File: config.mk
export PLATFORM = sky130hd
export DESIGN_NAME = inst_fetch_unit
export DESIGN_NICKNAME = d
export VERILOG_FILES = /design/src/rtl/inst_fetch_unit.sv
export SDC_FILE = /design/constraint.sdc
export NUM_CORES = 1
export LEC_CHECK = 0
export BUFFER_PORTS_ARGS = -buffer_cell sky130_fd_sc_hd__buf_4
export CAP_MARGIN = 20
export CORE_ASPECT_RATIO = 0.6
export CORE_MARGIN = 8
export CORE_UTILIZATION = 64
export DETAILED_ROUTE_END_ITERATION = 10
export GPL_ROUTABILITY_DRIVEN = 0
export PLACE_DENSITY = 0.9
export SLEW_MARGIN = 30
export SYNTH_ARGS = -nofsm -noshare
export SYNTH_HDL_FRONTEND = slang
export SYNTH_SLANG_ARGS = --single-unit
File: constraint.sdc
create_clock -name clk -period 3.1 [get_ports clk]
set_input_delay 0.62 -clock clk [delete_from_list [all_inputs] [get_ports clk]]
set_output_delay 0.62 -clock clk [all_outputs]
set_load 0.02 [all_outputs]
File: src/rtl/inst_fetch_unit.sv
// -----------------------------------------------------------------------------
// inst_fetch_unit
// Instruction fetch front end. It keeps at most one memory request in
// flight, sequences the fetch PC and buffers fetched words with their PCs in a
// small FIFO for the decode stage. A redirect flushes the buffer and retargets
// the fetch PC. If a response is still outstanding at that point, it is dropped
// when it arrives.
//
// Ports
//   clk             clock, rising edge
//   rst             asynchronous active-low reset
//   imem_req        fetch request valid (combinational)
//   imem_addr       fetch address (combinational, equals fetch PC)
//   imem_ready      memory accepts the request this cycle
//   imem_rvalid     response valid
//   imem_rdata      response instruction word
//   inst_valid      head entry available to the consumer
//   inst            instruction word at the buffer head
//   inst_pc         PC of the head instruction
//   inst_ready      consumer accepts the head entry
//   redirect_valid  branch/jump redirect this cycle
//   redirect_pc     redirect target (low two bits ignored)
//   fifo_count      number of occupied buffer entries
// -----------------------------------------------------------------------------
module inst_fetch_unit #(
  parameter int              XLEN     = 32,
  parameter int              DEPTH    = 4,
  parameter logic [XLEN-1:0] RESET_PC = {XLEN{1'b0}}
) (
  input  logic                       clk,
  input  logic                       rst,
  output logic                       imem_req,
  output logic [XLEN-1:0]            imem_addr,
  input  logic                       imem_ready,
  input  logic                       imem_rvalid,
  input  logic [31:0]                imem_rdata,
  output logic                       inst_valid,
  output logic [31:0]                inst,
  output logic [XLEN-1:0]            inst_pc,
  input  logic                       inst_ready,
  input  logic                       redirect_valid,
  input  logic [XLEN-1:0]            redirect_pc,
  output logic [$clog2(DEPTH):0]     fifo_count
);

  localparam int AW = $clog2(DEPTH);
  localparam int CW = AW + 1;

  typedef enum logic [1:0] {
    ST_RUN  = 2'd0,
    ST_WAIT = 2'd1,
    ST_DROP = 2'd2
  } state_t;

  state_t          state_r;
  state_t          state_next_s;
  logic [XLEN-1:0] fetch_pc_r;
  logic [CW-1:0]   count_r;
  logic [AW-1:0]   rd_ptr_r;
  logic [AW-1:0]   wr_ptr_r;
  logic [31:0]     buf_inst_r [DEPTH];
  logic [XLEN-1:0] buf_pc_r   [DEPTH];

  logic            issue_s;
  logic            accept_s;
  logic            push_s;
  logic            pop_s;
  logic            head_valid_s;
  logic [XLEN-1:0] redirect_aligned_s;

  // Masking instead of slicing keeps every redirect_pc bit in use.
  assign redirect_aligned_s = redirect_pc & ~{{(XLEN-2){1'b0}}, 2'b11};

  // State register.
  always_ff @(posedge clk or negedge rst) begin
    if (!rst) begin
      state_r <= ST_RUN;
    end else begin
      state_r <= state_next_s;
    end
  end

  // Next-state logic. A response always ends WAIT/DROP, because it settles the
  // single outstanding request even when it is discarded.
  always_comb begin
    state_next_s = state_r;
    case (state_r)
      ST_RUN: begin
        if (accept_s) begin
          state_next_s = ST_WAIT;
        end else begin
          state_next_s = ST_RUN;
        end
      end
      ST_WAIT: begin
        if (imem_rvalid) begin
          state_next_s = ST_RUN;
        end else if (redirect_valid) begin
          state_next_s = ST_DROP;
        end else begin
          state_next_s = ST_WAIT;
        end
      end
      ST_DROP: begin
        if (imem_rvalid) begin
          state_next_s = ST_RUN;
        end else begin
          state_next_s = ST_DROP;
        end
      end
      default: begin
        state_next_s = ST_RUN;
      end
    endcase
  end

  // Output and handshake decode. Requests are issued only from RUN with a free
  // slot, so a response can never meet a full buffer.
  always_comb begin
    issue_s      = 1'b0;
    push_s       = 1'b0;
    head_valid_s = 1'b0;
    if (rst && (state_r == ST_RUN) && (count_r < CW'(DEPTH)) && !redirect_valid) begin
      issue_s = 1'b1;
    end else begin
      issue_s = 1'b0;
    end
    if ((state_r == ST_WAIT) && imem_rvalid && !redirect_valid) begin
      push_s = 1'b1;
    end else begin
      push_s = 1'b0;
    end
    if ((count_r != {CW{1'b0}}) && !redirect_valid) begin
      head_valid_s = 1'b1;
    end else begin
      head_valid_s = 1'b0;
    end
  end

  assign accept_s   = issue_s && imem_ready;
  assign pop_s      = head_valid_s && inst_ready;
  assign imem_req   = issue_s;
  assign imem_addr  = fetch_pc_r;
  assign inst_valid = head_valid_s;
  assign inst       = buf_inst_r[rd_ptr_r];
  assign inst_pc    = buf_pc_r[rd_ptr_r];
  assign fifo_count = count_r;

  // Fetch PC: redirect has priority; otherwise advance after each kept response.
  always_ff @(posedge clk or negedge rst) begin
    if (!rst) begin
      fetch_pc_r <= RESET_PC;
    end else if (redirect_valid) begin
      fetch_pc_r <= redirect_aligned_s;
    end else if (push_s) begin
      fetch_pc_r <= fetch_pc_r + XLEN'(3'd4);
    end else begin
      fetch_pc_r <= fetch_pc_r;
    end
  end

  // Occupancy and pointers; a redirect empties the buffer outright.
  always_ff @(posedge clk or negedge rst) begin
    if (!rst) begin
      count_r  <= {CW{1'b0}};
      rd_ptr_r <= {AW{1'b0}};
      wr_ptr_r <= {AW{1'b0}};
    end else if (redirect_valid) begin
      count_r  <= {CW{1'b0}};
      rd_ptr_r <= {AW{1'b0}};
      wr_ptr_r <= {AW{1'b0}};
    end else begin
      case ({push_s, pop_s})
        2'b10:   count_r <= count_r + CW'(1'b1);
        2'b01:   count_r <= count_r - CW'(1'b1);
        default: count_r <= count_r;
      endcase
      if (push_s) begin
        wr_ptr_r <= wr_ptr_r + AW'(1'b1);
      end else begin
        wr_ptr_r <= wr_ptr_r;
      end
      if (pop_s) begin
        rd_ptr_r <= rd_ptr_r + AW'(1'b1);
      end else begin
        rd_ptr_r <= rd_ptr_r;
      end
    end
  end

  // Buffer storage, written at the tail on each kept response.
  always_ff @(posedge clk or negedge rst) begin
    if (!rst) begin
      for (int i = 0; i < DEPTH; i++) begin
        buf_inst_r[i] <= 32'h0000_0000;
        buf_pc_r[i]   <= {XLEN{1'b0}};
      end
    end else if (push_s) begin
      buf_inst_r[wr_ptr_r] <= imem_rdata;
      buf_pc_r[wr_ptr_r]   <= fetch_pc_r;
    end else begin
      buf_inst_r[wr_ptr_r] <= buf_inst_r[wr_ptr_r];
      buf_pc_r[wr_ptr_r]   <= buf_pc_r[wr_ptr_r];
    end
  end

endmodule

==> impl_metrics.toml <==
[status]
outcome = "complete, no violations"

[logic_synthesis]
synth_cell_type_count = 46
synth_area_leaders = "dfrtp_1 49%, mux4_2 19%, a21oi_1 8.6%"
synth_flop_cell = "dfrtp_1"
avgSynthCellArea_um2 = 11.6
yosys.area.top_type = "dfrtp_1"
yosys.area.top_type_share = 0.490
synth_commonest_cells = "295 x dfrtp_1, 261 x nor2_1, 258 x a21oi_1, 128 x mux4_2, 70 x clkbuf_1"
synth.yosys.seq_area_share = 0.490
yosysMostFrequentCell = "dfrtp_1"
synth-seq-cells = 295
synth_edf_count = 0
synth_warnings = 0
netlist_area_um2 = 15100
synthCells = 1302
synthArstFlopShare = 1.00

[cts]
cts-resized-gates = 0
clock-sinks = 295
cts_tree = "built"
clk_latency_ns = 0.56
cts_root_buffer = "clkbuf_16"
htree_levels = 1
clkSlewWorstSetupHoldPaths_ns = 0.07
clock_path_buffers = 3
cts_made_buffers = 27

[global_route]
antenna_found_initial = 1
grt_pass1_vias = 11700
grt_pass1_wl_mm = 64.1
grt_max_degree = 143
grt-ovfl-total = 0
grt_usage = 0.276

[worst_setup_path]
rr_endpoint = "buf_inst_r[86]"
crit_type = "reg -> out"
critPathMaxFanout = 23
rr_startpoint = "wr_ptr_r[1]"
cp-end-kind = "primary output"
crit_required_ns = 2.48
worst_ep_arrival_time_ns = 2.32
reg2regPathDepth = 5
startpoint = "rd_ptr_r[0]"
cp-start-kind = "flip-flop"
r2r_setup_slack_ns = 0.76

[layout]
num-nets-final = 1499
nFillCells = 1437
design_area_um2 = 17500
fin_util = 0.756
syn_to_final_growth_pct = 16.1
drive_above_1_share = 0.298

[pwr]
switching_share = 0.341
p_leak_nw = 6.49
powerDensity_nw_per_um2 = 739
net-switching-power_mw = 4.41
p_clk_frac = 0.254
sequentialPowerShare = 0.422
pwr-share-comb = 0.324
internal-power_mw = 8.51
peakVddDrop_v = 0.000454

[timing]
worstMarginPinSlew_ns = 0.872
setup_viol = 0
max_freq_ghz = 0.341
fin_hold_ws_ns = 0.264
hold_violations = 0
period_share = 0.947
rsz0062_at_grt = "no"
tns_ns = 0
max_slew_margin = 0.419
period_minus_slack_ns = 2.94
slew_violations = 0
fin_ws_ns = 0.163
fin_skew_ns = 0.0233

[drt]
drtPass1Iterations = 5
ant_nets = 0
drc = 0
wire_per_inst_um = 22.5
vias = 11400
viasPerCell = 6.46
initialDrtViolationCount = 1167
wl_mm = 39.6

[placement]
hpwl_mm = 25.9
dpl_cell_area_um2 = 16600
port_buffers = 166
preCtsSetupSlack_ns = 0.603

[die]
die_area_um2 = 28900
die_h_um = 135
rows = 43
coreArea_um2 = 23100
die_w_um = 214
ios = 171
start_util = 0.651

[worst_hold_path]
hold_depth = 3
hold_class = "in -> reg"
min_to = "imem_addr[13]"
min-delay-start = "redirect_pc[13]"

[flow_run]
drv_cap = 0
==> power groups by stage <==
stage               registers, mW  logic, mW  clock network (mW)
floorplan                    5.26       2.79                   0
global placement             5.38       3.97                   0
detailed placement           5.48       4.15                   0
CTS                          5.44       4.19                3.30
global route                 5.56       4.49                3.47
finish                       5.46       4.18                3.28
==> metrics by stage <==
| stage | total power, mW | std cells |
|---|---|---|
| after floorplan | 8.05 | 1303 |
| after global routing | 13.5 | 1758 |
| after CTS | 12.9 | 1757 |
| final | 12.9 | 1758 |
| after global placement | 9.35 | 1708 |
| after detailed placement | 9.62 | 1708 |
==> routing by layer <==
layer	GRT usage	share of wire	up-vias
met5	0	0	-
met4	0.0770	0.022	0
met3	0.0654	0.087	73
met2	0.456	0.49	529
met1	0.367	0.40	5811
li1	-	-	4940
==> flip-flops by register name, summed over array words and instances (netlist names) <==
name and flops:
buf_inst_r 128, buf_pc_r 128, fifo_count 3, imem_addr 30
rd_ptr_r 2, state_r 2, wr_ptr_r 2
==> layout make-up <==
cell class              instances  area (µm²)  share of cell area
flip-flops and latches        295        7400               0.423
multi-input cells             896        7230               0.413
repair buffers                197        1600              0.0915
clock buffers                  39         761              0.0435
well taps                     315         394              0.0225
clock inverters                 9        87.6             0.00501
inverters                       6        22.5             0.00129
diodes                          1        2.50            0.000143
==> critical path, cell delays in order, from the launching register on <==
cell and delay (ns):
dfrtp_4 0.70, buf_12 0.29, mux4_2 0.58, buf_4 0.19
==> cells by family (layout without fill, tap and decap cells) <==
kind of cell    after synthesis  in the layout  synth area share
simple gates                369            369             0.105
xor+xnor                     27             27            0.0157
fa+ha+maj                     6              6           0.00548
flops                       295            295             0.490
compound gates              288            288            0.0972
buf+inv                     112            251            0.0342
other cells                   1              3          0.000249
mux                         204            204             0.252
==> placed cells by master (no fill, tap or decap), types with 4 or more instances in the layout <==
master     instances
buf_4            186
o21ai_1            8
nand3_1           13
and4_1             5
ha_4               4
nor3_1             8
mux2i_1           27
o21ai_0           16
nand3b_1           4
nand2_1           47
xor2_1            13
clkbuf_1           8
and3_1             6
buf_12             9
clkbuf_16         27
and2_1             4
clkbuf_8           4
dfrtp_4            4
nor2_1           261
dfrtp_1          291
mux2i_2           38
inv_1              6
mux2_2            11
a21oi_1          258
mux4_2           128
nand4_1            5
xnor2_1           14
==> how the worst max path moves through the flow <==
stage	end	slack, ns	depth (start not counted)
3_3_place_gp	buf_inst_r[7]	0.68	6
6_report	inst[21]	0.16	3
4_1_cts	inst_pc[2]	0.14	3
2_1_floorplan	fifo_count[2]	0.80	10
5_1_grt	inst[21]	0.07	3
3_5_place_dp	buf_inst_r[70]	0.60	6
==> what timing repair did <==
item                                   in CTS  in global routing
endpoints found under the hold margin       4                  0
buffers inserted                            0                  0
hold buffers                                1                  0
(Power assumes the default switching activity.)
